$ cat src/rtl/hazard_pkg.sv
// Shared types and defaults for the pipeline hazard/stall controller.
package hazard_pkg;

  typedef enum logic [1:0] {
    FWD_REG = 2'b00,
    FWD_W   = 2'b01,
    FWD_M   = 2'b10
  } fwd_sel_e;

  typedef enum logic {
    IDLE = 1'b0,
    WAIT = 1'b1
  } mem_state_e;

  localparam int MUL_CYCLES_DEF  = 4;
  localparam int DIV_CYCLES_DEF  = 12;
  localparam int MEM_TIMEOUT_DEF = 64;

  // $0 is hardwired, so a write to it is never a real producer.
  function automatic logic reg_match(input logic [4:0] dst, input logic [4:0] src);
    return (dst != 5'd0) && (dst == src);
  endfunction

endpackage

$ cat src/rtl/md_busy_counter.sv
// Multiply/divide occupancy counter: loads on accepted issue, counts down to idle.
module md_busy_counter
  import hazard_pkg::*;
#(
  parameter int MUL_CYCLES = MUL_CYCLES_DEF,
  parameter int DIV_CYCLES = DIV_CYCLES_DEF
) (
  input  logic clk_i,
  input  logic rst_i,
  input  logic start,
  input  logic div,
  output logic busy
);

  localparam logic [3:0] MUL_LD = 4'(MUL_CYCLES);
  localparam logic [3:0] DIV_LD = 4'(DIV_CYCLES);

  logic [3:0] cnt, cnt_nxt;

  always_comb begin
    cnt_nxt = cnt;
    if (start && (cnt == 4'd0))
      cnt_nxt = div ? DIV_LD : MUL_LD;
    else if (cnt != 4'd0)
      cnt_nxt = cnt - 4'd1;
  end

  // busy tracks cnt!=0 exactly but comes straight from a flop.
  always_ff @(posedge clk_i or negedge rst_i) begin
    if (!rst_i) begin
      cnt  <= 4'd0;
      busy <= 1'b0;
    end else begin
      cnt  <= cnt_nxt;
      busy <= (cnt_nxt != 4'd0);
    end
  end

endmodule

$ cat src/rtl/hazard_ctrl.sv
// Hazard, forwarding and stall/flush controller for the 5-stage MIPS pipeline.
module hazard_ctrl
  import hazard_pkg::*;
#(
  parameter int MUL_CYCLES  = MUL_CYCLES_DEF,
  parameter int DIV_CYCLES  = DIV_CYCLES_DEF,
  parameter int MEM_TIMEOUT = MEM_TIMEOUT_DEF
) (
  input  logic       clk_i,
  input  logic       rst_i,
  input  logic [4:0] rs_d_i,
  input  logic [4:0] rt_d_i,
  input  logic [1:0] branch_d_i,
  input  logic       jr_d_i,
  input  logic [4:0] rs_e_i,
  input  logic [4:0] rt_e_i,
  input  logic [4:0] write_reg_e_i,
  input  logic [4:0] write_reg_m_i,
  input  logic [4:0] write_reg_w_i,
  input  logic       reg_write_e_i,
  input  logic       reg_write_m_i,
  input  logic       reg_write_w_i,
  input  logic       mem_to_reg_e_i,
  input  logic       mem_to_reg_m_i,
  input  logic       md_start_e_i,
  input  logic       md_div_e_i,
  input  logic       md_use_e_i,
  input  logic       mem_req_m_i,
  input  logic       mem_ready_i,
  output logic       forward_a_d_o,
  output logic       forward_b_d_o,
  output logic [1:0] forward_a_e_o,
  output logic [1:0] forward_b_e_o,
  output logic       stall_f_o,
  output logic       stall_d_o,
  output logic       stall_e_o,
  output logic       stall_m_o,
  output logic       flush_e_o,
  output logic       flush_m_o,
  output logic       flush_w_o,
  output logic       md_busy_o,
  output logic       mem_err_o
);

  localparam int              TW      = $clog2(MEM_TIMEOUT + 1);
  localparam logic [TW-1:0]   TMO_MAX = TW'(MEM_TIMEOUT);

  // Operand index 0 = A (rs), 1 = B (rt).
  logic [1:0][4:0] src_d, src_e;
  fwd_sel_e [1:0]  fwd_e;
  logic     [1:0]  fwd_d;

  assign src_d = {rt_d_i, rs_d_i};
  assign src_e = {rt_e_i, rs_e_i};

  for (genvar g = 0; g < 2; g++) begin : g_fwd
    always_comb begin
      fwd_e[g] = FWD_REG;
      if (reg_write_m_i && reg_match(write_reg_m_i, src_e[g]))
        fwd_e[g] = FWD_M;
      else if (reg_write_w_i && reg_match(write_reg_w_i, src_e[g]))
        fwd_e[g] = FWD_W;
    end
    assign fwd_d[g] = reg_write_m_i && reg_match(write_reg_m_i, src_d[g]);
  end

  assign forward_a_e_o = fwd_e[0];
  assign forward_b_e_o = fwd_e[1];
  assign forward_a_d_o = fwd_d[0];
  assign forward_b_d_o = fwd_d[1];

  logic lw_stall, br_stall, is_branch, is_ctl;
  logic rs_hit, rt_hit;

  assign lw_stall = mem_to_reg_e_i &&
                    (reg_match(write_reg_e_i, rs_d_i) || reg_match(write_reg_e_i, rt_d_i));

  assign is_branch = (branch_d_i != 2'b00);
  assign is_ctl    = is_branch || jr_d_i;
  assign rs_hit    = (reg_write_e_i  && reg_match(write_reg_e_i, rs_d_i)) ||
                     (mem_to_reg_m_i && reg_match(write_reg_m_i, rs_d_i));
  assign rt_hit    = (reg_write_e_i  && reg_match(write_reg_e_i, rt_d_i)) ||
                     (mem_to_reg_m_i && reg_match(write_reg_m_i, rt_d_i));
  // jr only reads rs, so its rt field is never a dependency.
  assign br_stall  = is_ctl && (rs_hit || (is_branch && rt_hit));

  mem_state_e    state, state_nxt;
  logic [TW-1:0] tmo, tmo_nxt;
  logic          err_nxt, mem_wait;

  always_comb begin
    state_nxt = state;
    tmo_nxt   = tmo;
    err_nxt   = 1'b0;
    mem_wait  = 1'b0;
    case (state)
      IDLE: begin
        if (mem_req_m_i && !mem_ready_i) begin
          state_nxt = WAIT;
          tmo_nxt   = TW'(1);
          mem_wait  = 1'b1;
        end
      end
      WAIT: begin
        if (mem_ready_i) begin
          state_nxt = IDLE;
          tmo_nxt   = '0;
        end else begin
          mem_wait = 1'b1;
          if (tmo == TMO_MAX) begin
            state_nxt = IDLE;
            tmo_nxt   = '0;
            err_nxt   = 1'b1;
          end else begin
            tmo_nxt = tmo + TW'(1);
          end
        end
      end
      default: state_nxt = IDLE;
    endcase
  end

  always_ff @(posedge clk_i or negedge rst_i) begin
    if (!rst_i) begin
      state     <= IDLE;
      tmo       <= '0;
      mem_err_o <= 1'b0;
    end else begin
      state     <= state_nxt;
      tmo       <= tmo_nxt;
      mem_err_o <= err_nxt;
    end
  end

  logic md_stall;
  assign md_stall = md_busy_o && md_use_e_i;

  // An issue held in a frozen E stage is re-presented later, so it must not load now.
  md_busy_counter #(
    .MUL_CYCLES (MUL_CYCLES),
    .DIV_CYCLES (DIV_CYCLES)
  ) u_md_cnt (
    .clk_i (clk_i),
    .rst_i (rst_i),
    .start (md_start_e_i && !stall_e_o),
    .div   (md_div_e_i),
    .busy  (md_busy_o)
  );

  always_comb begin
    stall_f_o = 1'b0;
    stall_d_o = 1'b0;
    stall_e_o = 1'b0;
    stall_m_o = 1'b0;
    flush_e_o = 1'b0;
    flush_m_o = 1'b0;
    flush_w_o = 1'b0;
    if (mem_wait) begin
      {stall_f_o, stall_d_o, stall_e_o, stall_m_o} = 4'b1111;
      flush_w_o = 1'b1;
    end else if (md_stall) begin
      {stall_f_o, stall_d_o, stall_e_o} = 3'b111;
      flush_m_o = 1'b1;
    end else if (lw_stall || br_stall) begin
      {stall_f_o, stall_d_o} = 2'b11;
      flush_e_o = 1'b1;
    end
  end

endmodule

$ cat config.mk
export PLATFORM = sky130hd
export DESIGN_NAME = hazard_ctrl
export DESIGN_NICKNAME = d
export VERILOG_FILES = /design/src/rtl/hazard_pkg.sv /design/src/rtl/md_busy_counter.sv /design/src/rtl/hazard_ctrl.sv
export SDC_FILE = /design/constraint.sdc
export NUM_CORES = 1
export LEC_CHECK = 0
export BUFFER_PORTS_ARGS = -buffer_cell sky130_fd_sc_hd__buf_2
export CAP_MARGIN = 20
export CORE_MARGIN = 2
export CORE_UTILIZATION = 43
export DETAILED_ROUTE_END_ITERATION = 8
export PLACE_DENSITY = 0.77
export SYNTH_ARGS = -nofsm -noshare
export SYNTH_HDL_FRONTEND = slang
export SYNTH_SLANG_ARGS = --single-unit
$ cat constraint.sdc
create_clock -name clk_i -period 2.9 [get_ports clk_i]
set_input_delay 0.145 -clock clk_i [delete_from_list [all_inputs] [get_ports clk_i]]
set_output_delay 0.145 -clock clk_i [all_outputs]
set_load 0.05 [all_outputs]
==> summary.txt <==
Status
  • Status: finished, final reports clean

Clock tree
  • Clock-pin slew on the worst setup and hold paths: 0.09 ns
  • TritonCTS clock tree: built
  • Sink Count: 14
  • Post-CTS Setup Bufs: 0
  • CTS buffer count: 3
  • Post_cts resized: 0
  • CTS Root Cell: clkbuf_4
  • Worst-Skew Late Latency: 0.29 ns
  • Hold-fix buffers at CTS: 1
  • Htree depth: 1
  • Longest Clk Path Bufs: 2

Global routing
  • GRT busiest layer: met2
  • Global route overflow: 0
  • Largest net degree at the start of global routing: 15
  • Number of global-route vias before repair: 1258
  • Initial antenna violation count: 0
  • Met1 usage: 0.224
  • Met2 Use GR: 0.368
  • Total GRT Usage: 0.196
  • First-pass GRT wire length: 5310 um
  • Met3 Use GR: 0.0433

Power
  • Design Power: 0.789 mW
  • Pwr dens: 455 nW/um^2
  • Leakage power: 0.801 nW
  • Worst VDD drop: 0.410 mV

STA
  • Tmin final: 1.85 ns
  • Crit share post-route: 0.638
  • F_max: 0.541 GHz
  • RSZ-0062 raised after global routing: false
  • Worst-margin pin slew: 0.481 ns
  • Fin. max-slew vios: 0
  • Final Hold Fails: 0
  • Setup violations, final: 0
  • Worst slew margin: 0.679
  • Final worst clock skew: 0.00274 ns
  • Setup TNS: 0 ns

Finish
  • Register area: 350 sq um
  • Ratio of cells with drive above 1 in the final layout: 0.330
  • Cell Count, Final, Fillers Out: 268
  • Fin area: 1730 sq um
  • Fill cells: 296
  • Final nets: 278
  • Area occupied by multi-input gates: 932 sq um
  • Ant. Diodes: 0
  • Synthesis-to-finish area growth: 28.5%

Place
  • Placer Congestion: 0.864
  • IO buf count: 64
  • Placed Area: 1690 sq um
  • Hpwl dp: 2830 um
  • Cells after DPL: 263

Synthesis
  • Syn nets: 215
  • EDFF count, synth: 0
  • Synthesized flop and latch total: 14
  • Synthesized area per cell: 8.33 sq um
  • Number of synthesis warnings: 0
  • Sequential share of the synthesized area: 0.259
  • Syn Std Cell Area: 1350 sq um
  • Syn Inst Count: 162
  • Largest area contributor in the netlist: dfrtp_1
  • Ys flop type: dfrtp_1
  • Post-synthesis cell type count: 39
  • Top-count cell post-synth: xnor2_1
  • Synth top cells by count: xnor2_1 (23), xor2_1 (19), dfrtp_1 (14)
  • Share of the synthesized area in the top cell type: 0.259
  • Top post-synthesis cells by area: dfrtp_1 (26%), xnor2_1 (15%), xor2_1 (12%)
  • Post-synthesis async set-or-reset flop share: 1.00

Drt
  • DR iter-0 viols: 51
  • Final WL: 3320 um
  • Routed WL per cell: 12.4 um
  • DRC Markers: 0
  • Vias/cell: 5.22
  • ANT nets after route: 0
  • Via count: 1398
  • DR pass1 iterations: 4

Floorplanning
  • Die area: 3600 sq um
  • Core footprint: 3030 sq um
  • Boundary Pins: 65
  • Die W: 60.0 um
  • Row count: 20
  • DIE HEIGHT: 60.0 um
  • Starting Density: 0.446

Setup path
  • Slowest library cell on the worst path: or4_4
  • Critical path data arrival time: 1.70 ns
  • Crit Path Class: input pin to primary output
  • WP data required: 2.76 ns
  • Max stage delay on crit path: 0.57 ns
  • CP Max Fanout: 5
  • CP Launch Type: input pin
  • Crit-path cells: buf_2 > or4_4 > o21ai_4 > nor4_2 > nor4_2 > buf_2
  • CP endpoint kind: primary output

Hold path
  • Hold Crit Class: input pin to flip-flop

Run
  • Maxcap violations: 0
[through the flow]
| stage | setup slack (ns) | hold WS [ns] | util |
|---|---|---|---|
| after CTS | 1.04 | 0.0796 | 0.573 |
| final | 1.05 | 0.0836 | 0.573 |
| after detailed placement | 1.04 | 0.0576 | 0.557 |
| after global placement | 1.07 | 0.0543 | 0.557 |
| after floorplan | 0.462 | -0.151 | - |
| after global routing | 0.979 | 0.0883 | 0.573 |
[worst paths after layout]
kind | end | slack (ns) | start | cells past startpoint
max in group asynchronous | tmo[4] | 2.39 | rst_i | 2
min reg2reg | state | 0.53 | state | 1
min in group asynchronous | tmo[0] | 0.27 | rst_i | 2
max | forward_b_e_o[0] | 1.05 | write_reg_m_i[1] | 6
min | tmo[0] | 0.08 | mem_ready_i | 2
max reg2reg | u_md_cnt.busy | 1.26 | u_md_cnt.cnt[0] | 6
[state kept, by name (all words and copies together) (netlist names)]
| signal | flops |
|---|---|
| tmo | 7 |
| u_md_cnt.cnt | 4 |
| mem_err_o | 1 |
| state | 1 |
| u_md_cnt.busy | 1 |
[power breakdown]
| group | internal, mW | leakage (nW) | switching (mW) |
|---|---|---|---|
| sequential | 0.234 | 0.179 | 0.0404 |
| clock | 0.0765 | 0.0210 | 0.0690 |
| combinational | 0.153 | 0.601 | 0.215 |
[cells by family (layout without fill, tap and decap cells)]
logic type / after synthesis / after routing / share of synthesized area
compound gates: 31 / 31 / 0.152
xor+xnor: 42 / 42 / 0.272
fa+ha+maj: 3 / 3 / 0.0278
buf+inv: 15 / 77 / 0.0547
flops: 14 / 14 / 0.260
simple gates: 57 / 57 / 0.234
[metal layers]
| metal | up-vias | part of all wire |
|---|---|---|
| met3 | 4 | 0.054 |
| li1 | 690 | - |
| met1 | 659 | 0.43 |
| met5 | - | 0 |
| met2 | 45 | 0.51 |
| met4 | 0 | 0.011 |
[worst max-delay path, delay by kind of cell]
| family | cells | cell delay (ns) |
|---|---|---|
| and+or+nand+nor | 3 | 0.91 |
| AOI/OAI and AO/OA | 1 | 0.21 |
| buffers and inverters | 2 | 0.44 |
[final cells by class]
class | count | area share
Clock buffer | 4 | 0.0209
Inverter | 8 | 0.0173
Multi-Input combinational cell | 133 | 0.538
Sequential cell | 14 | 0.202
Tap cell | 44 | 0.0317
Timing Repair Buffer | 65 | 0.190
[cell usage in the layout, fill, tap and decap left out, types with 2 or more instances in the layout]
| cell type | synthesis | final |
|---|---|---|
| o21ai_0 | 10 | 10 |
| nor3_1 | 4 | 4 |
| inv_1 | 8 | 8 |
| o31ai_1 | 3 | 3 |
| clkbuf_4 | 0 | 3 |
| nor2_1 | 10 | 10 |
| or4_1 | 3 | 3 |
| nor4_1 | 4 | 3 |
| and3_1 | 3 | 3 |
| a21oi_1 | 6 | 6 |
| nand3_1 | 9 | 9 |
| nand2_1 | 10 | 10 |
| o22ai_1 | 2 | 2 |
| buf_2 | 2 | 64 |
| dfrtp_1 | 14 | 14 |
| xor2_1 | 19 | 19 |
| o21bai_1 | 2 | 2 |
| nor4_2 | 2 | 3 |
| nand2b_1 | 4 | 4 |
| xnor2_1 | 23 | 23 |
| ha_1 | 3 | 3 |
Power figures use the tool's default switching activity.
